File: config.mk
export PLATFORM = sky130hd
export DESIGN_NAME = mem_wb_stage
export DESIGN_NICKNAME = d
export VERILOG_FILES = /design/src/rtl/mem_wb_stage_pkg.sv /design/src/rtl/mem_wb_stage_exc_ctrl.sv /design/src/rtl/mem_wb_stage.sv
export SDC_FILE = /design/constraint.sdc
export NUM_CORES = 1
export LEC_CHECK = 0
export CORE_MARGIN = 8
export CORE_UTILIZATION = 35
export DETAILED_ROUTE_END_ITERATION = 12
export PLACE_DENSITY = 0.81
export SLEW_MARGIN = 10
export SYNTH_ARGS = -nofsm -noshare
export SYNTH_HDL_FRONTEND = slang
export SYNTH_HIERARCHICAL = 1
export SYNTH_SLANG_ARGS = --single-unit
File: constraint.sdc
create_clock -name clk -period 1.3 [get_ports clk]
set_input_delay 0.13 -clock clk [delete_from_list [all_inputs] [get_ports clk]]
set_output_delay 0.13 -clock clk [all_outputs]
set_load 0.02 [all_outputs]
File: src/rtl/mem_wb_stage_pkg.sv
// Shared core types for the MEM/WB stage: control word, exception FSM states, widths.
// Imported by mem_wb_stage and wb_exc_ctrl.
package mem_wb_stage_pkg;

    localparam int DATA_W     = 32;
    localparam int REG_ADDR_W = 5;

    typedef struct packed {
        logic                  mem_read;
        logic                  mem_write;
        logic                  mem_to_reg;
        logic                  reg_write;
        logic [REG_ADDR_W-1:0] write_reg;
        logic [2:0]            funct3;
    } control_type;

    typedef enum logic [1:0] {
        EXC_IDLE  = 2'd0,
        EXC_FLUSH = 2'd1,
        EXC_WAIT  = 2'd2
    } exc_state_t;

    // Only loads and stores can fault on an address-range check.
    function automatic logic is_mem_access(input control_type ctrl);
        return ctrl.mem_read | ctrl.mem_write;
    endfunction

endpackage

File: src/rtl/mem_wb_stage_exc_ctrl.sv
// Data-memory exception sequencer: IDLE -> FLUSH (one-cycle flush pulse) -> WAIT until ack.
// Latency: capture and flush pulse visible one cycle after the faulting edge; no backpressure, stall does not freeze it.
// Backpressure: none; exc_ack outside EXC_WAIT is ignored.
module wb_exc_ctrl #(
    parameter int DATA_W = mem_wb_stage_pkg::DATA_W
) (
    input  logic              clk,
    input  logic              reset_n,
    input  logic              exc_req,
    input  logic              exc_ack,
    input  logic [DATA_W-1:0] addr_in,
    input  logic [DATA_W-1:0] pc_in,
    output logic              exc_hit,
    output logic              exc_pending,
    output logic              pipe_flush_out,
    output logic [DATA_W-1:0] exc_addr,
    output logic [DATA_W-1:0] exc_pc
);
    import mem_wb_stage_pkg::*;

    exc_state_t state;
    exc_state_t state_nxt;

    always_ff @(posedge clk) begin
        if (reset_n) begin
            state <= EXC_IDLE;
        end else begin
            state <= state_nxt;
        end
    end

    always_comb begin
        state_nxt      = state;
        exc_hit        = 1'b0;
        exc_pending    = 1'b1;
        pipe_flush_out = 1'b0;
        case (state)
            EXC_IDLE: begin
                exc_pending = 1'b0;
                exc_hit     = exc_req;
                if (exc_req) begin
                    state_nxt = EXC_FLUSH;
                end
            end
            EXC_FLUSH: begin
                pipe_flush_out = 1'b1;
                state_nxt      = EXC_WAIT;
            end
            EXC_WAIT: begin
                // New faults are not observed here; the first one owns the sequence.
                if (exc_ack) begin
                    state_nxt = EXC_IDLE;
                end
            end
            default: begin
                state_nxt = EXC_IDLE;
            end
        endcase
    end

    always_ff @(posedge clk) begin
        if (reset_n) begin
            exc_addr <= '0;
            exc_pc   <= '0;
        end else if (exc_hit) begin
            exc_addr <= addr_in;
            exc_pc   <= pc_in;
        end
    end

endmodule

File: src/rtl/mem_wb_stage.sv
// MEM/WB pipeline register, write-back mux and data-memory exception owner (optional WB_RETIRE_COUNT_EN retire counter).
// Latency: 1 cycle from memory-stage inputs to register-file write port.
// Backpressure: stall holds the pipeline register (FSM keeps running); flush loads a bubble and wins over stall.
module mem_wb_stage #(
    parameter int DATA_W     = mem_wb_stage_pkg::DATA_W,
    parameter int REG_ADDR_W = mem_wb_stage_pkg::REG_ADDR_W
) (
    input  logic                          clk,
    input  logic                          reset_n,
    input  logic                          stall,
    input  logic                          flush,
    input  logic                          valid_in,
    input  mem_wb_stage_pkg::control_type control_in,
    input  logic [DATA_W-1:0]             pc_in,
    input  logic [DATA_W-1:0]             alu_data_in,
    input  logic [DATA_W-1:0]             memory_data_in,
    input  logic                          exception_in,
    input  logic                          exc_ack,
    output logic                          reg_write_out,
    output logic [REG_ADDR_W-1:0]         write_reg_out,
    output logic [DATA_W-1:0]             write_data_out,
    output logic                          pipe_flush_out,
    output logic                          exc_pending,
    output logic [DATA_W-1:0]             exc_addr,
    output logic [DATA_W-1:0]             exc_pc
`ifdef WB_RETIRE_COUNT_EN
    ,
    output logic [63:0]                   retire_count
`endif
);
    import mem_wb_stage_pkg::*;

    logic              accept;
    logic              exc_req;
    logic              exc_hit;
    logic              squash_in;
    logic [DATA_W-1:0] wb_data;

    logic                  valid_q;
    logic                  reg_write_q;
    logic [REG_ADDR_W-1:0] write_reg_q;
    logic [DATA_W-1:0]     write_data_q;

    // funct3 is carried for the memory stage only; write-back has no use for it.
    logic unused_funct3;
    assign unused_funct3 = ^control_in.funct3;

    assign accept  = valid_in & ~stall & ~flush;
    assign exc_req = accept & exception_in & is_mem_access(control_in);
    assign wb_data = control_in.mem_to_reg ? memory_data_in : alu_data_in;

    // The faulting instruction and everything behind it until ack never retire.
    assign squash_in = exc_hit | exc_pending;

    wb_exc_ctrl #(
        .DATA_W (DATA_W)
    ) u_exc_ctrl (
        .clk            (clk),
        .reset_n        (reset_n),
        .exc_req        (exc_req),
        .exc_ack        (exc_ack),
        .addr_in        (alu_data_in),
        .pc_in          (pc_in),
        .exc_hit        (exc_hit),
        .exc_pending    (exc_pending),
        .pipe_flush_out (pipe_flush_out),
        .exc_addr       (exc_addr),
        .exc_pc         (exc_pc)
    );

    always_ff @(posedge clk) begin
        if (reset_n || flush) begin
            valid_q      <= 1'b0;
            reg_write_q  <= 1'b0;
            write_reg_q  <= '0;
            write_data_q <= '0;
        end else if (!stall) begin
            valid_q      <= valid_in & ~squash_in;
            reg_write_q  <= control_in.reg_write;
            write_reg_q  <= control_in.write_reg;
            write_data_q <= wb_data;
        end
    end

    assign reg_write_out  = valid_q & reg_write_q & (write_reg_q != '0);
    assign write_reg_out  = write_reg_q;
    assign write_data_out = write_data_q;

`ifdef WB_RETIRE_COUNT_EN
    always_ff @(posedge clk) begin
        if (reset_n) begin
            retire_count <= '0;
        end else if (accept && !squash_in) begin
            retire_count <= retire_count + 64'd1;
        end
    end
`endif

endmodule
* Word-level counts from Yosys, hierarchy flattened *
Cells that the tools add are included.

word-level totals
  bits in registers = 105
  input bits = 115
  output and inout port bits = 104
  logic and storage cells = 34

cells by class
  equal/unequal tests = 4
  multiplexer cells = 7
  bitwise gates (word level) = 12
  reduce and logical (&&, ||, !) cells = 4

operators with widths
  cell                number
  $mux 32             1
  $and 1x1->1         7
  $pmux 2 s3          1
  $reduce_bool 5->1   1
  $mux 2              2
  $mux 1              3
  $not 1->1           3
  $eq 2x1->1 const B  1
  $eq 2x2->1 const B  1
  $logic_not 2->1     1
  $ne 2x1->1 const B  1
  $ne 2x2->1 const B  1
  $or 1x1->1          2
  $reduce_and 2->1    1
  $logic_or 1x1->1    1

* Longest topological paths before layout *
  word-level depth = 9
  gate-level depth with buffers = 6

* Cells and area by module *
Netlist, hierarchy kept.

by module, submodules not included
  module        instances  cells an instance  area each (um^2)  seq. area each (um^2)
  wb_exc_ctrl   1          285                2927.8            1321.3
  mem_wb_stage  1          172                1866.8            780.7

* Worst setup path before layout *
OpenSTA, ideal clock, no wires.

  path type = input to register
  from = in stall
  to = reg valid_q
  library setup time = 0.071 ns
  data arrival time = 1.332 ns
  data required time = 1.229 ns
  setup slack = -0.103 ns
  stages = 6
  cell sequence = buf_2 -> nor4_1 -> nor3b_2 -> buf_2 -> or4b_1 -> a21oi_1

on the way
  longest elaborated chain between the ends = 9

RTL lines
  element                   RTL line                     source
  start, declared           mem_wb_stage.sv:10           input logic stall,
  $not 1->1                 mem_wb_stage.sv:48           assign accept = valid_in & ~stall & ~flush;
  $and 1x1->1 (2 in a row)  mem_wb_stage.sv:48
  $and 1x1->1 (2 in a row)  mem_wb_stage.sv:49           assign exc_req = accept & exception_in & is_mem_access(control_in);
  net exc_req               mem_wb_stage.sv:34           logic exc_req;
  $mux 1                    mem_wb_stage_exc_ctrl.sv:37  case (state)
  net exc_hit               mem_wb_stage.sv:35           logic exc_hit;
  $or 1x1->1                mem_wb_stage.sv:53           assign squash_in = exc_hit | exc_pending;
  $not 1->1                 mem_wb_stage.sv:78           valid_q <= valid_in & ~squash_in;
  $and 1x1->1               mem_wb_stage.sv:78
  end signal, assigned      mem_wb_stage.sv:78
  end, declared             mem_wb_stage.sv:39           logic valid_q;

The timed path passes the listed nets, and every way through them passes these cells.
A chain may end at the register's enable or synchronous reset.

* Worst setup path in the final report *
  from = reg write_reg_q[4], in the netlist write_reg_out[4]
  to = out reg_write_out

on the way
  longest elaborated chain between the ends = 2

RTL lines
  element                 RTL line            source
  start, declared         mem_wb_stage.sv:41  logic [REG_ADDR_W-1:0] write_reg_q;
  start signal, assigned  mem_wb_stage.sv:80  write_reg_q <= control_in.write_reg;
  $reduce_bool 5->1       mem_wb_stage.sv:85  assign reg_write_out = valid_q & reg_write_q & (write_reg_q != '0);
  $and 1x1->1             mem_wb_stage.sv:85
  end, declared           mem_wb_stage.sv:19  output logic reg_write_out,

No other way between the ends.

==> metrics.csv <==
metric,value,unit
outcome,"finished, violations left",
violations,setup timing,
drtIter0Drc,169,
worstSetupEndpoint,reg_write_out,
clock_sinks,105,
grt_max_degree,87,
dieArea,0.0177,mm^2
final_util,0.580,
ys_seq_elements,105,
final_nets,797,
crit_required,1170,ps
top_layer_used,met4,
r2r_end,valid_q,
dp_hpwl,10800,um
rrSetupSlack,-150,ps
gp_congestion,0.750,
crit_path_cell_trace,or3_1 > o311a_1 > buf_6,
path_max_fanout,2,
setup_tns,-5230,ps
setup_slack,-287,ps
postSynthCellCount,457,
dr_wl_met3,948,um
synth_top_family_by_area,simple AND/OR/NAND/NOR gates,
cts_buffers,9,
cts_tree,yes,
synth_fa_ha_area_frac,0,
syn_nets,572,
wl,15500,um
fin_crit_sh,1.22,
ant_nets,0,
most-common-layout-cells,"nand2b_1, dlygate4sd2_1, clkdlybuf4s50_1, dfxtp_1, mux2i_1",
final_area,0.00771,mm^2
die_w,133,um
netlist_area,0.00479,mm^2
post_dp_cell_area,0.00714,mm^2
drv_cap,0,
hold_class,input pin to flip-flop,
synth_edf_count,0,
irDropWorstVdd,0.000487,V
grt_usage,0.167,
crit_path_max_incr_delay,360,ps
wirelength_met1,6340,um
grt_pass1_vias,4291,
power.density,975,mW/mm^2
syn_to_final_growth,60.8,%
synth-simple-area-share,0.230,
relSlewSlack,0.726,
wl_per_cell,18.0,um
drc,0,
antenna_found_initial,0,
finalMaxSlewViolations,0,
synth_cell_types,24,
synth_xor_area_frac,0,
drtPass1Iterations,6,
tightest_slew,411,ps
rows,42,
period_needed,1590,ps
worstPathArrival,1460,ps
start_util,0.361,
clk_pin_slew,70,ps
n_antenna_cell,0,
io_pins,219,
vias,4034,
ctsHtreeMaxLevel,3,
avgSynthCellArea,10.5,um^2
end_kind,primary output,
cts_root_buf,clkbuf_16,
port_buffers,215,
die_h,133,um
ys_warn_count,6,
crit_type,flip-flop to primary output,
rsz0062_at_grt,yes,
p_leak,3.35,nW
insertion_delay,350,ps
grt_pass1_wl,23600,um
setup_violations,68,
ys_seq_area_frac,0.438,
globalRoute.totalOverflow,0,
vias_per_cell,4.67,
rr_startpoint,u_exc_ctrl/state[0],
critPathLaunch,write_reg_out[4],
synthFlopType,dfxtp_1,
worstRegToRegCells,6,
start_kind,flip-flop,
final_common_cell,nand2b_1,
drive_gt1_frac,0.111,
fmax,0.630,GHz
fin_skew,4.67,ps
synthMuxAreaShare,0.213,
crit_slowest_cell,or3_1,
hold_viol,0,
clk_path_buf_depth,2,
coreArea,0.0133,mm^2
wl_met2,7950,um
synth-compound-area-share,0.0658,
synthArstFlopShare,0,
-- worst max-delay path: cells and delay by family, from the launching register on --
| family | cells | cell delay [ps] |
|---|---|---|
| and+or+nand+nor | 1 | 360 |
| DFF | 1 | 310 |
| AOI/OAI and AO/OA | 1 | 310 |
| buffers and inverters | 1 | 140 |
-- timing repair --
| item | CTS | global route |
|---|---|---|
| buffers inserted | 8 | 9 |
| endpoints found under the setup margin | 177 | 69 |
| hold buffers | 0 | 0 |
| pin swaps | 6 | 4 |
| gates resized for setup | 140 | 19 |
| gates cloned | 6 | 4 |
-- report_power, final --
part	switching, mW	internal, mW	total, mW
registers	0.0468	3.30	3.35
logic	0.513	0.683	1.20
clock network	1.19	1.79	2.97
total	1.75	5.77	7.52
-- final cells by class --
class	instances	area (um^2)
clock inverter	5	77.6
timing repair buffer	250	2590
multi-input combinational	315	2460
tap	176	220
clock buffer	11	253
sequential	105	2100
inverter	1	3.75
fill	1161	5590
-- synth_stat cells (all sizes together) (2+ instances only) --
cell type	instances	share of area
a211oi	32	0.061
buf	19	0.039
clkbuf	17	0.013
dfxtp	105	0.44
mux2i	102	0.21
nand2	2	0.0016
nand2b	128	0.17
nor2	7	0.0055
nor2b	34	0.044
nor3b	2	0.0042
or2	2	0.0026
-- sequential cells by signal (all words and copies together) (netlist names) --
name,flops
u_exc_ctrl/exc_addr,32
write_reg_out,5
write_data_out,32
valid_q,1
reg_write_q,1
u_exc_ctrl/exc_pc,32
u_exc_ctrl/state,2
-- how the worst min path moves through the flow --
stage	startpoint	to	slack (ps)	cells past startpoint
floorplan	control_in[8]	reg_write_q	270	2
global placement	u_exc_ctrl/exc_addr[4]	u_exc_ctrl/exc_addr[4]	460	2
detailed placement	u_exc_ctrl/exc_pc[27]	u_exc_ctrl/exc_pc[27]	460	2
CTS	reset_n	u_exc_ctrl/state[0]	230	3
global route	reset_n	u_exc_ctrl/state[0]	250	3
finish	reset_n	u_exc_ctrl/state[0]	240	3
-- logic make-up (layout without fill, tap and decap cells) --
logic type | Yosys count | after routing
mux | 102 | 102
simple gates | 178 | 178
flops | 105 | 105
buf+inv | 37 | 267
compound gates | 35 | 35
-- routing by layer --
| metal | vias up | GRT usage |
|---|---|---|
| li1 | 1988 | - |
| met1 | 1903 | 0.182 |
| met2 | 128 | 0.298 |
| met3 | 15 | 0.0458 |
| met4 | 0 | 0.0707 |
| met5 | - | 0 |
-- stage by stage --
step / hold slack (ps) / power [mW] / std cells / worst slack, ps
CTS: 226 / 7.62 / 859 / -312
finish: 241 / 7.52 / 863 / -287
global placement: 457 / 4.60 / 829 / -529
detailed placement: 464 / 4.63 / 829 / -626
floorplan: 274 / 3.99 / 457 / 6.74
global route: 251 / 7.81 / 863 / -339
Power figures use the tool's default switching activity.
